`src/rtl/addtree_pkg.sv`:
```
// rtl/addtree_pkg.sv - shared widths and types for the pipelined adder tree
package addtree_pkg;

  // Largest supported tree depth (N up to 32) and tag width.
  localparam int MAX_LVL  = 5;
  localparam int MAX_TAGW = 16;

  typedef logic [MAX_TAGW-1:0] tag_t;
  typedef logic [MAX_LVL-1:0]  lvl_valid_t;

  // Width of the final sum: one bit of growth per level plus one for negation.
  function automatic int outw(input int width, input int n);
    return width + $clog2(n) + 1;
  endfunction

  // Width of each sum registered at tree level k (k = 1 is the first adder level).
  function automatic int lvlw(input int width, input int k);
    return width + k + 1;
  endfunction

endpackage

```
`src/rtl/addtree_level.sv`:
```
// rtl/addtree_level.sv - one registered level of the adder tree
module addtree_level #(
  parameter int WIDTH_IN = 9,
  parameter int NIN      = 8,
  parameter int TAGW     = 4
) (
  input  logic                              clk,
  input  logic                              reset,
  input  logic                              en,
  input  logic                              in_valid,
  input  logic [NIN*WIDTH_IN-1:0]           in_data,
  input  logic [TAGW-1:0]                   in_tag,
  output logic                              out_valid,
  output logic [(NIN/2)*(WIDTH_IN+1)-1:0]   out_data,
  output logic [TAGW-1:0]                   out_tag
);

  localparam int NOUT = NIN / 2;
  localparam int WO   = WIDTH_IN + 1;

  logic [NOUT*WO-1:0] sum_d;
  logic [NOUT*WO-1:0] sum_q;
  logic               valid_q;
  logic [TAGW-1:0]    tag_q;

  // Pairwise sums; each operand is sign-extended by one bit so no carry is lost.
  always_comb begin
    sum_d = '0;
    for (int j = 0; j < NOUT; j++) begin
      sum_d[j*WO +: WO] =
          {in_data[(2*j+1)*WIDTH_IN-1], in_data[(2*j)*WIDTH_IN +: WIDTH_IN]}
        + {in_data[(2*j+2)*WIDTH_IN-1], in_data[(2*j+1)*WIDTH_IN +: WIDTH_IN]};
    end
  end

  // Level register: loads from the level below whenever the pipe advances.
  always_ff @(posedge clk) begin
    if (reset) begin
      valid_q <= 1'b0;
      sum_q   <= '0;
      tag_q   <= '0;
    end else if (en) begin
      valid_q <= in_valid;
      sum_q   <= sum_d;
      tag_q   <= in_tag;
    end
  end

  assign out_valid = valid_q;
  assign out_data  = sum_q;
  assign out_tag   = tag_q;

endmodule

```
`src/rtl/addtree_pipe.sv`:
```
// rtl/addtree_pipe.sv - pipelined N-operand adder tree with per-operand negate
module addtree_pipe
  import addtree_pkg::*;
#(
  parameter int WIDTH  = 8,
  parameter int N      = 8,
  parameter bit SIGNED = 1'b1,
  parameter int TAGW   = 4
) (
  input  logic                       clk,
  input  logic                       reset,
  input  logic                       in_valid,
  output logic                       in_ready,
  input  logic [N*WIDTH-1:0]         in_ops,
  input  logic [N-1:0]               in_sub,
  input  logic [TAGW-1:0]            in_tag,
  output logic                       out_valid,
  input  logic                       out_ready,
  output logic [outw(WIDTH, N)-1:0]  out_sum,
  output logic [TAGW-1:0]            out_tag
);

  localparam int LVL = $clog2(N);
  localparam int PW  = WIDTH + 1;

  logic            adv;
  logic [N*PW-1:0] prep_d;
  logic [PW-1:0]   ext_d;

  // The whole tree moves together: it only stalls when a result is stuck at the output.
  assign adv      = !out_valid || out_ready;
  assign in_ready = adv;

  // Operand prep: widen by one bit so negating the most negative value is exact.
  always_comb begin
    prep_d = '0;
    ext_d  = '0;
    for (int i = 0; i < N; i++) begin
      ext_d = {(SIGNED ? in_ops[i*WIDTH+WIDTH-1] : 1'b0), in_ops[i*WIDTH +: WIDTH]};
      prep_d[i*PW +: PW] = in_sub[i] ? (-ext_d) : ext_d;
    end
  end

  for (genvar k = 0; k < LVL; k++) begin : g_lvl
    localparam int WI = lvlw(WIDTH, k);
    localparam int NI = N >> k;

    logic                        src_valid;
    logic [NI*WI-1:0]            src_data;
    logic [TAGW-1:0]             src_tag;
    logic                        vld;
    logic [(NI/2)*(WI+1)-1:0]    sum;
    logic [TAGW-1:0]             tag;

    if (k == 0) begin : g_src
      assign src_valid = in_valid;
      assign src_data  = prep_d;
      assign src_tag   = in_tag;
    end else begin : g_src
      assign src_valid = g_lvl[k-1].vld;
      assign src_data  = g_lvl[k-1].sum;
      assign src_tag   = g_lvl[k-1].tag;
    end

    addtree_level #(
      .WIDTH_IN (WI),
      .NIN      (NI),
      .TAGW     (TAGW)
    ) u_level (
      .clk       (clk),
      .reset     (reset),
      .en        (adv),
      .in_valid  (src_valid),
      .in_data   (src_data),
      .in_tag    (src_tag),
      .out_valid (vld),
      .out_data  (sum),
      .out_tag   (tag)
    );
  end

  assign out_valid = g_lvl[LVL-1].vld;
  assign out_sum   = g_lvl[LVL-1].sum;
  assign out_tag   = g_lvl[LVL-1].tag;

endmodule

```
`config.mk`:
```
export PLATFORM = sky130hd
export DESIGN_NAME = addtree_pipe
export DESIGN_NICKNAME = d
export VERILOG_FILES = /design/src/rtl/addtree_pkg.sv /design/src/rtl/addtree_level.sv /design/src/rtl/addtree_pipe.sv
export SDC_FILE = /design/constraint.sdc
export NUM_CORES = 1
export LEC_CHECK = 0
export CORE_MARGIN = 2
export CORE_UTILIZATION = 35
export DETAILED_ROUTE_END_ITERATION = 6
export HOLD_SLACK_MARGIN = 0.02
export PLACE_DENSITY = 0.61
export SLEW_MARGIN = 20
export SYNTH_ARGS = -nofsm -noshare
export SYNTH_HDL_FRONTEND = slang
export SYNTH_SLANG_ARGS = --single-unit
```
`constraint.sdc`:
```
create_clock -name clk -period 3.04 [get_ports clk]
set_input_delay 0.608 -clock clk [delete_from_list [all_inputs] [get_ports clk]]
set_output_delay 0.608 -clock clk [all_outputs]
set_load 0.005 [all_outputs]
```
==> metrics.log, run 1 <==
INFO  metric outcome = completed
INFO  metric postSynthAreaPerCell = 7.87 sq um
INFO  metric area.growth.synth_to_final = 31.7%
INFO  metric final-hold-violation-count = 0
INFO  metric yosys_warnings = 0
INFO  metric cts_root_buf = clkbuf_16
INFO  metric crit_path_start_kind = primary input
INFO  metric actual_slew_at_the_worst_max_slew_pin = 591 ps
INFO  metric cts_max_level = 3
INFO  metric yosys-top-cells-area = dfxtp_1 25%, ha_1 13%, a21oi_1 6.6%
INFO  metric critPathMaxFanout = 3
INFO  metric setup_violations = 0
INFO  metric syn-num-nets = 1,083
INFO  metric die_area = 21,900 sq um
INFO  metric synth-edff-count = 0
INFO  metric ctsHoldBuffers = 0
INFO  metric via_density_per_instance = around 5
INFO  metric inserted_clock_buffers = 9
INFO  metric die_x = 148 microns
INFO  metric cts-root-to-sink-buffers = 2
INFO  metric routed_wire_length_per_instance = 13.1 microns
INFO  metric totalPowerFinal = 4.91 mW
INFO  metric post_synth_and_or_nand_nor_area_fraction = 23.1%
INFO  metric tritoncts = done
INFO  metric floorplan.initialDensity = 35.7%
INFO  metric synth-seq-area-share = 24.6%
INFO  metric synth.mux.area_fraction = 0.690%
INFO  metric yosys_cell_types = 65
INFO  metric post-cts-setup-buffers = 0
INFO  metric period_share = 95.5%
INFO  metric rsz0062_at_grt = false
INFO  metric drtAntennaViolNets = 0
INFO  metric clk_slew_on_worst_s_h_paths = 70 ps
INFO  metric cts_repair_resize_count = 0
INFO  metric synthesized_flop_and_latch_total = 89
INFO  metric setup-tns-final = 0 ps
INFO  metric maxSlewHeadroom = 60.6%
INFO  metric yosys.area_share.xor_xnor = 6.89%
INFO  metric detailedPlacementHpwl = 13.8 mm
INFO  metric first_global_vias = roughly 6,600
INFO  metric p_leak = ~4.1 nW
INFO  metric gp_routability_congestion = 0.857
INFO  metric worst_ep_arrival = 3150 ps
INFO  metric die_height = 148 microns
INFO  metric finalClockSkew = 12.2 ps
INFO  metric final_period_demand_of_the_worst_path = 2900 ps
INFO  metric io_buffer_count = 97
INFO  metric synth_top_flop_cell = dfxtp_1
INFO  metric clkSinkCount = 89
INFO  metric synth_top_area_share = 24.6%
INFO  metric max-vdd-ir-drop = about 240 uV
INFO  metric num-fill-cells = 2,048
INFO  metric wl = 17.9 mm
INFO  metric compound_gate_portion_of_the_synthesized_area = 24.9%
INFO  metric number_of_antenna_violations_at_the_first_check_in_global_routing = 0
INFO  metric grt_remaining_overflow = 0
INFO  metric synth_area = 7250 sq um
INFO  metric cap_viol_max_count = 0
INFO  metric netlist.top_cell.by_area = dfxtp_1
INFO  metric floorplan.io_pins = 98
INFO  metric detailedRoute.firstPassIterationCount = 4
INFO  metric timing_worst_setup_path_type = primary input to flop
INFO  metric slew_violations = 0
INFO  metric cp-end-kind = flop
INFO  metric async_reset_ff_share = 0%
INFO  metric wire_length_of_the_first_global_routing_pass = 30.7 mm
INFO  metric synthesis.instances = ~920
INFO  metric drc_errors = 0
INFO  metric clkLatencyLatePin = 350 ps
INFO  metric post_route_cells_drive_above_1_share = roughly 14%
INFO  metric grt_max_degree = around 90
INFO  metric max_freq = 344 MHz
INFO  metric grtUsageTotal = 16.7%
INFO  metric num-nets-final = 1,262
INFO  metric place_inst = approximately 1,400
INFO  metric antenna_cells = 0
INFO  metric layout.cells.non_filler = 1,375
INFO  metric cp.required = 3290 ps
INFO  metric p_per_area = 515 nW/um^2
INFO  metric rows = 52
INFO  metric iteration_0_drc_markers = 310
INFO  metric num_vias = 6,929
INFO  metric core_area = 20,300 sq um
INFO  metric hold_class = flop to flop
INFO  metric synth_fa_ha_area_share = 14.9%
INFO  metric combinational_family_with_the_most_area_after_synthesis = compound AO/OA/AOI/OAI gates
-- critical path: stages --
cell and delay, ps:
clkdlybuf4s50_1 420, or3_1 390, o31ai_1 330, nand2_1 120, xor2_1 170, ha_1 310, a21o_2 230, or3_1 340
a32o_1 240
-- final timing paths --
kind	start	end	slack (ps)	cells past startpoint
max	in_ops[59]	g_lvl[0].u_level.out_data[38]	140	9
min	g_lvl[1].u_level.out_tag[3]	g_lvl[1].u_level.out_tag[3]	450	2
max reg2reg	g_lvl[1].u_level.out_data[0]	g_lvl[2].u_level.out_data[8]	970	8
min reg2reg	g_lvl[1].u_level.out_tag[3]	g_lvl[1].u_level.out_tag[3]	450	2
-- placed cells by master, fill, tap and decap left out, types with 10 or more instances in the layout --
cell type / synthesis / layout
a211oi_1: 16 / 15
a21o_1: 19 / 19
a21oi_1: 95 / 95
buf_4: 0 / 112
clkdlybuf4s50_1: 0 / 96
dfxtp_1: 89 / 89
ha_1: 75 / 75
inv_1: 46 / 46
nand2_1: 112 / 112
nand2b_1: 15 / 15
nand3_1: 35 / 35
nand3b_1: 22 / 22
nor2_1: 37 / 37
nor3_1: 12 / 12
nor3b_1: 10 / 10
o211ai_1: 12 / 12
o21a_1: 14 / 14
o21ai_0: 47 / 47
o31ai_1: 17 / 16
or3_1: 29 / 29
xnor2_1: 53 / 53
-- routing by layer --
| metal | vias up | wire (microns) | global-route usage (%) |
|---|---|---|---|
| met5 | - | 0 | 0 |
| met2 | 120 | 8370 | 28.5 |
| met3 | 22 | 667 | 1.88 |
| met4 | 0 | 330 | 5.57 |
| met1 | 3085 | 8580 | 22.1 |
| li1 | 3702 | - | - |
-- layout make-up --
class                   count  area [sq um]  area share, %
clock inverters             7          70.1          0.734
clock buffers               9           225           2.36
well taps                 270           338           3.54
repair buffers            209          1820           19.1
inverters                  48           181           1.90
multi-input cells         743          5130           53.7
flip-flops and latches     89          1780           18.7
-- stage by stage --
| stage | instance area [sq um] | hold slack [ps] | utilization (%) | worst slack (ps) |
|---|---|---|---|---|
| global route | 9550 | 477 | 47.0 | 7.26 |
| finish | 9550 | 452 | 47.0 | 136 |
| floorplan | 7250 | 432 | - | 294 |
| detailed placement | 9240 | 445 | 45.5 | -217 |
| global placement | 9240 | 439 | 45.5 | -200 |
| CTS | 9540 | 454 | 47.0 | 155 |
-- power by group --
group | internal, mW | leakage [nW] | switching (mW)
clock | 0.577 | 0.142 | 0.520
combinational | 1.15 | 3.20 | 1.08
sequential | 1.42 | 0.738 | 0.162
total | 3.15 | 4.08 | 1.76
-- logic make-up after synthesis --
kind of cell / count (synthesis)
compound gates: 281
xor+xnor: 57
fa+ha+maj: 82
buf+inv: 89
flops: 89
mux: 5
simple gates: 318
-- state kept, by name, summed over array words and instances, names as in the netlist --
signal,cells
g_lvl.u_level.out_data,74
g_lvl.u_level.out_tag,12
g_lvl.u_level.out_valid,3
-- Yosys cell counts (5+ instances only) --
cell	count
fa_1	7
nand3b_1	22
nor3_1	12
nand3_1	35
or4_1	6
a21o_1	19
mux2i_1	5
nand2_1	112
xnor2_1	53
a211oi_1	16
inv_1	46
a2111o_1	5
dfxtp_1	89
o22ai_1	5
o211ai_1	12
buf_2	17
o21ai_1	7
ha_1	75
nor3b_1	10
o21ai_0	47
nor2_1	37
o21a_1	14
nand2b_1	15
clkbuf_1	22
nor2b_1	8
a21oi_1	95
or3_1	29
o31ai_1	17
(Power assumes the default switching activity.)
==> run 2, diff against run 1 <==
--- a/config.mk
+++ b/config.mk
@@ -6,10 +6,10 @@
 export NUM_CORES = 1
 export LEC_CHECK = 0
 export CORE_MARGIN = 2
-export CORE_UTILIZATION = 35
+export CORE_UTILIZATION = 30
 export DETAILED_ROUTE_END_ITERATION = 6
 export HOLD_SLACK_MARGIN = 0.02
-export PLACE_DENSITY = 0.61
+export PLACE_DENSITY = 0.55
 export SLEW_MARGIN = 20
 export SYNTH_ARGS = -nofsm -noshare
 export SYNTH_HDL_FRONTEND = slang
==> run 2 against run 1 <==
Worst setup slack gained 46 ps; via count shrank 0.65%; sequential share of layout area shrank 0.14 points; die area grew 16%; highest routed layer unchanged.
==> metrics.log, run 2 (synthesis results as in run 1) <==
INFO  metric largest_register_ffs = 74 (unchanged)
INFO  metric critPathLaunch = in_ops[4]
INFO  metric drc_errors = 0 (unchanged)
INFO  metric cp.required = 3270 ps (-20 ps)
INFO  metric cts-root-to-sink-buffers = 2 (unchanged)
INFO  metric number_of_antenna_violations_at_the_first_check_in_global_routing = 0 (unchanged)
INFO  metric final_period_demand_of_the_worst_path = 2860 ps (-46.4 ps)
INFO  metric finish.instance_area = 9620 sq um (+0.73%)
INFO  metric final-hold-violation-count = 0 (unchanged)
INFO  metric core_area = 23,600 sq um (+16%)
INFO  metric iteration_0_drc_markers = 328 (+5.8%)
INFO  metric regToRegSetupSlack = 1030 ps (+60 ps)
INFO  metric cts_root_buf = clkbuf_16
INFO  metric io_buffer_count = 97 (unchanged)
INFO  metric floorplan.initialDensity = 30.7% (-5.0 points)
INFO  metric crit_path_start_kind = primary input
INFO  metric layout.cells.most_common_list = 114 x buf_4, 112 x nand2_1, 96 x clkdlybuf4s50_1, 95 x a21oi_1, 89 x dfxtp_1
INFO  metric rsz0062_at_grt = false
INFO  metric die_x = 159 microns (+7.8%)
INFO  metric area.growth.synth_to_final = 32.6%
INFO  metric detailedPlacementHpwl = 14.4 mm (+3.8%)
INFO  metric final_common_cell = buf_4
INFO  metric clk_slew_on_worst_s_h_paths = 60 ps (about the same)
INFO  metric reg2reg_from = g_lvl[1].u_level.out_data[0]
INFO  metric cp-end-kind = flop
INFO  metric period_share = 94.0% (-1.5 points)
INFO  metric num_vias = 6,884 (-0.65%)
INFO  metric whs_path_depth = 2 (unchanged)
INFO  metric wl = 18.6 mm (+3.6%)
INFO  metric maxSlewHeadroom = 60.4% (-0.16 points)
INFO  metric p_per_area = 508 nW/um^2 (-1.3%)
INFO  metric routed_wire_length_per_instance = 13.0 microns (-0.14%)
INFO  metric wire_length_of_the_first_global_routing_pass = 32.1 mm (+4.4%)
INFO  metric inserted_clock_buffers = 9 (unchanged)
INFO  metric p_leak = 4.08 nW (about the same)
INFO  metric die_area = 25,400 sq um (+16%)
INFO  metric detailed_place.area = 9320 sq um (+0.83%)
INFO  metric worst_ep_arrival = 3090 ps (-60 ps)
INFO  metric grt_remaining_overflow = 0 (unchanged)
INFO  metric rows = 56 (+7.7%)
INFO  metric cap_viol_max_count = 0 (unchanged)
INFO  metric hold_start = g_lvl[2].u_level.out_data[9]
INFO  metric ctsHoldBuffers = 0 (unchanged)
INFO  metric tritoncts = done
INFO  metric die_height = 159 microns (+7.8%)
INFO  metric antenna_cells = 0 (unchanged)
INFO  metric cts_max_level = 3 (unchanged)
INFO  metric clkSinkCount = 89 (unchanged)
INFO  metric post-cts-setup-buffers = 0 (unchanged)
INFO  metric timing_worst_setup_path_type = primary input to flop
INFO  metric postLayoutCoreUtil = 40.7% (-6.3 points)
INFO  metric first_global_vias = 6,764 (+2.7%)
INFO  metric via_density_per_instance = 4.83 (-4.2%)
INFO  metric gp_routability_congestion = 0.806 (-5.9%)
INFO  metric detailedRoute.firstPassIterationCount = 7 (+3)
INFO  metric floorplan.io_pins = 98 (unchanged)
INFO  metric max_freq = 350 MHz (+1.6%)
INFO  metric clkLatencyLatePin = 340 ps (about the same)
INFO  metric rr_worst_depth = 8 (unchanged)
INFO  metric num-nets-final = 1,264 (+0.16%)
INFO  metric r2r-end = g_lvl[2].u_level.out_data[8]
INFO  metric max-vdd-ir-drop = 233 uV (-4.4%)
INFO  metric grtUsageTotal = 14.7% (-2.0 points)
INFO  metric drtAntennaViolNets = 0 (unchanged)
INFO  metric setup_violations = 0 (unchanged)
INFO  metric post_route_cells_drive_above_1_share = 14.2% (+0.34 points)
INFO  metric actual_slew_at_the_worst_max_slew_pin = 591 ps (+0.158 ps)
INFO  metric outcome = completed
INFO  metric grt_max_degree = 105 (+14%)
INFO  metric critPathMaxFanout = 3 (unchanged)
INFO  metric finalClockSkew = 5.86 ps (-6.35 ps)
INFO  metric slew_violations = 0 (unchanged)
INFO  metric hold_class = flop to flop
INFO  metric holdPathEnd = g_lvl[2].u_level.out_data[9]
## run 2: critical path: stages
cell             delay, ps
clkdlybuf4s50_1        420
or3_1                  410
nor2_2                 150
inv_2                   50
o41ai_2                230
xnor2_1                110
ha_1                   330
a21o_1                 170
or3_1                  360
a32o_1                 250
## run 2: final cells by class
cell class	instances	area [sq um]
clock inverter	6	42.5
timing repair buffer	211	1840
clock buffer	10	239
fill	2484	14000
inverter	48	181
tap	319	399
multi-input combinational	743	5140
sequential	89	1780
## run 2: worst max-delay path by stage
stage / end / slack [ps] / cells past startpoint
2_1_floorplan: g_lvl[0].u_level.out_data[38] / 290 / 8
3_3_place_gp: g_lvl[0].u_level.out_data[8] / -160 / 10
3_5_place_dp: g_lvl[0].u_level.out_data[38] / -210 / 10
4_1_cts: g_lvl[0].u_level.out_data[38] / 150 / 10
5_1_grt: g_lvl[0].u_level.out_data[28] / 10 / 12
6_report: g_lvl[0].u_level.out_data[8] / 180 / 10
## run 2: metal layers
layer  vias up  global-route usage (%)  wire [microns]
li1       3700                       -               -
met1      3065                    19.5            9110
met2       107                    25.3            8700
met3        12                    2.32             609
met4         0                    3.02             167
met5         -                       0               0
## run 2: metrics by stage
step	worst slack [ps]	power (mW)	setup TNS [ps]	instances	hold WS, ps
4_1_cts	146	4.93	0	1426	450
6_report	183	4.88	0	1426	447
3_3_place_gp	-159	3.84	-1350	1410	439
2_1_floorplan	294	3.02	0	921	432
5_1_grt	11.8	5.29	0	1426	466
3_5_place_dp	-209	3.85	-1850	1410	441
## run 2: report_power, final
group / leakage [nW] / internal, mW / total (mW) / switching, mW
registers: 0.738 / 1.42 / 1.58 / 0.161
logic: 3.20 / 1.16 / 2.25 / 1.08
clock network: 0.135 / 0.578 / 1.05 / 0.475
total: 4.08 / 3.16 / 4.88 / 1.72
## run 2: timing repair
action | in CTS | in global routing
endpoints found under the setup margin | 0 | 3
gates resized for setup | 0 | 4
hold endpoints to repair | 0 | 0
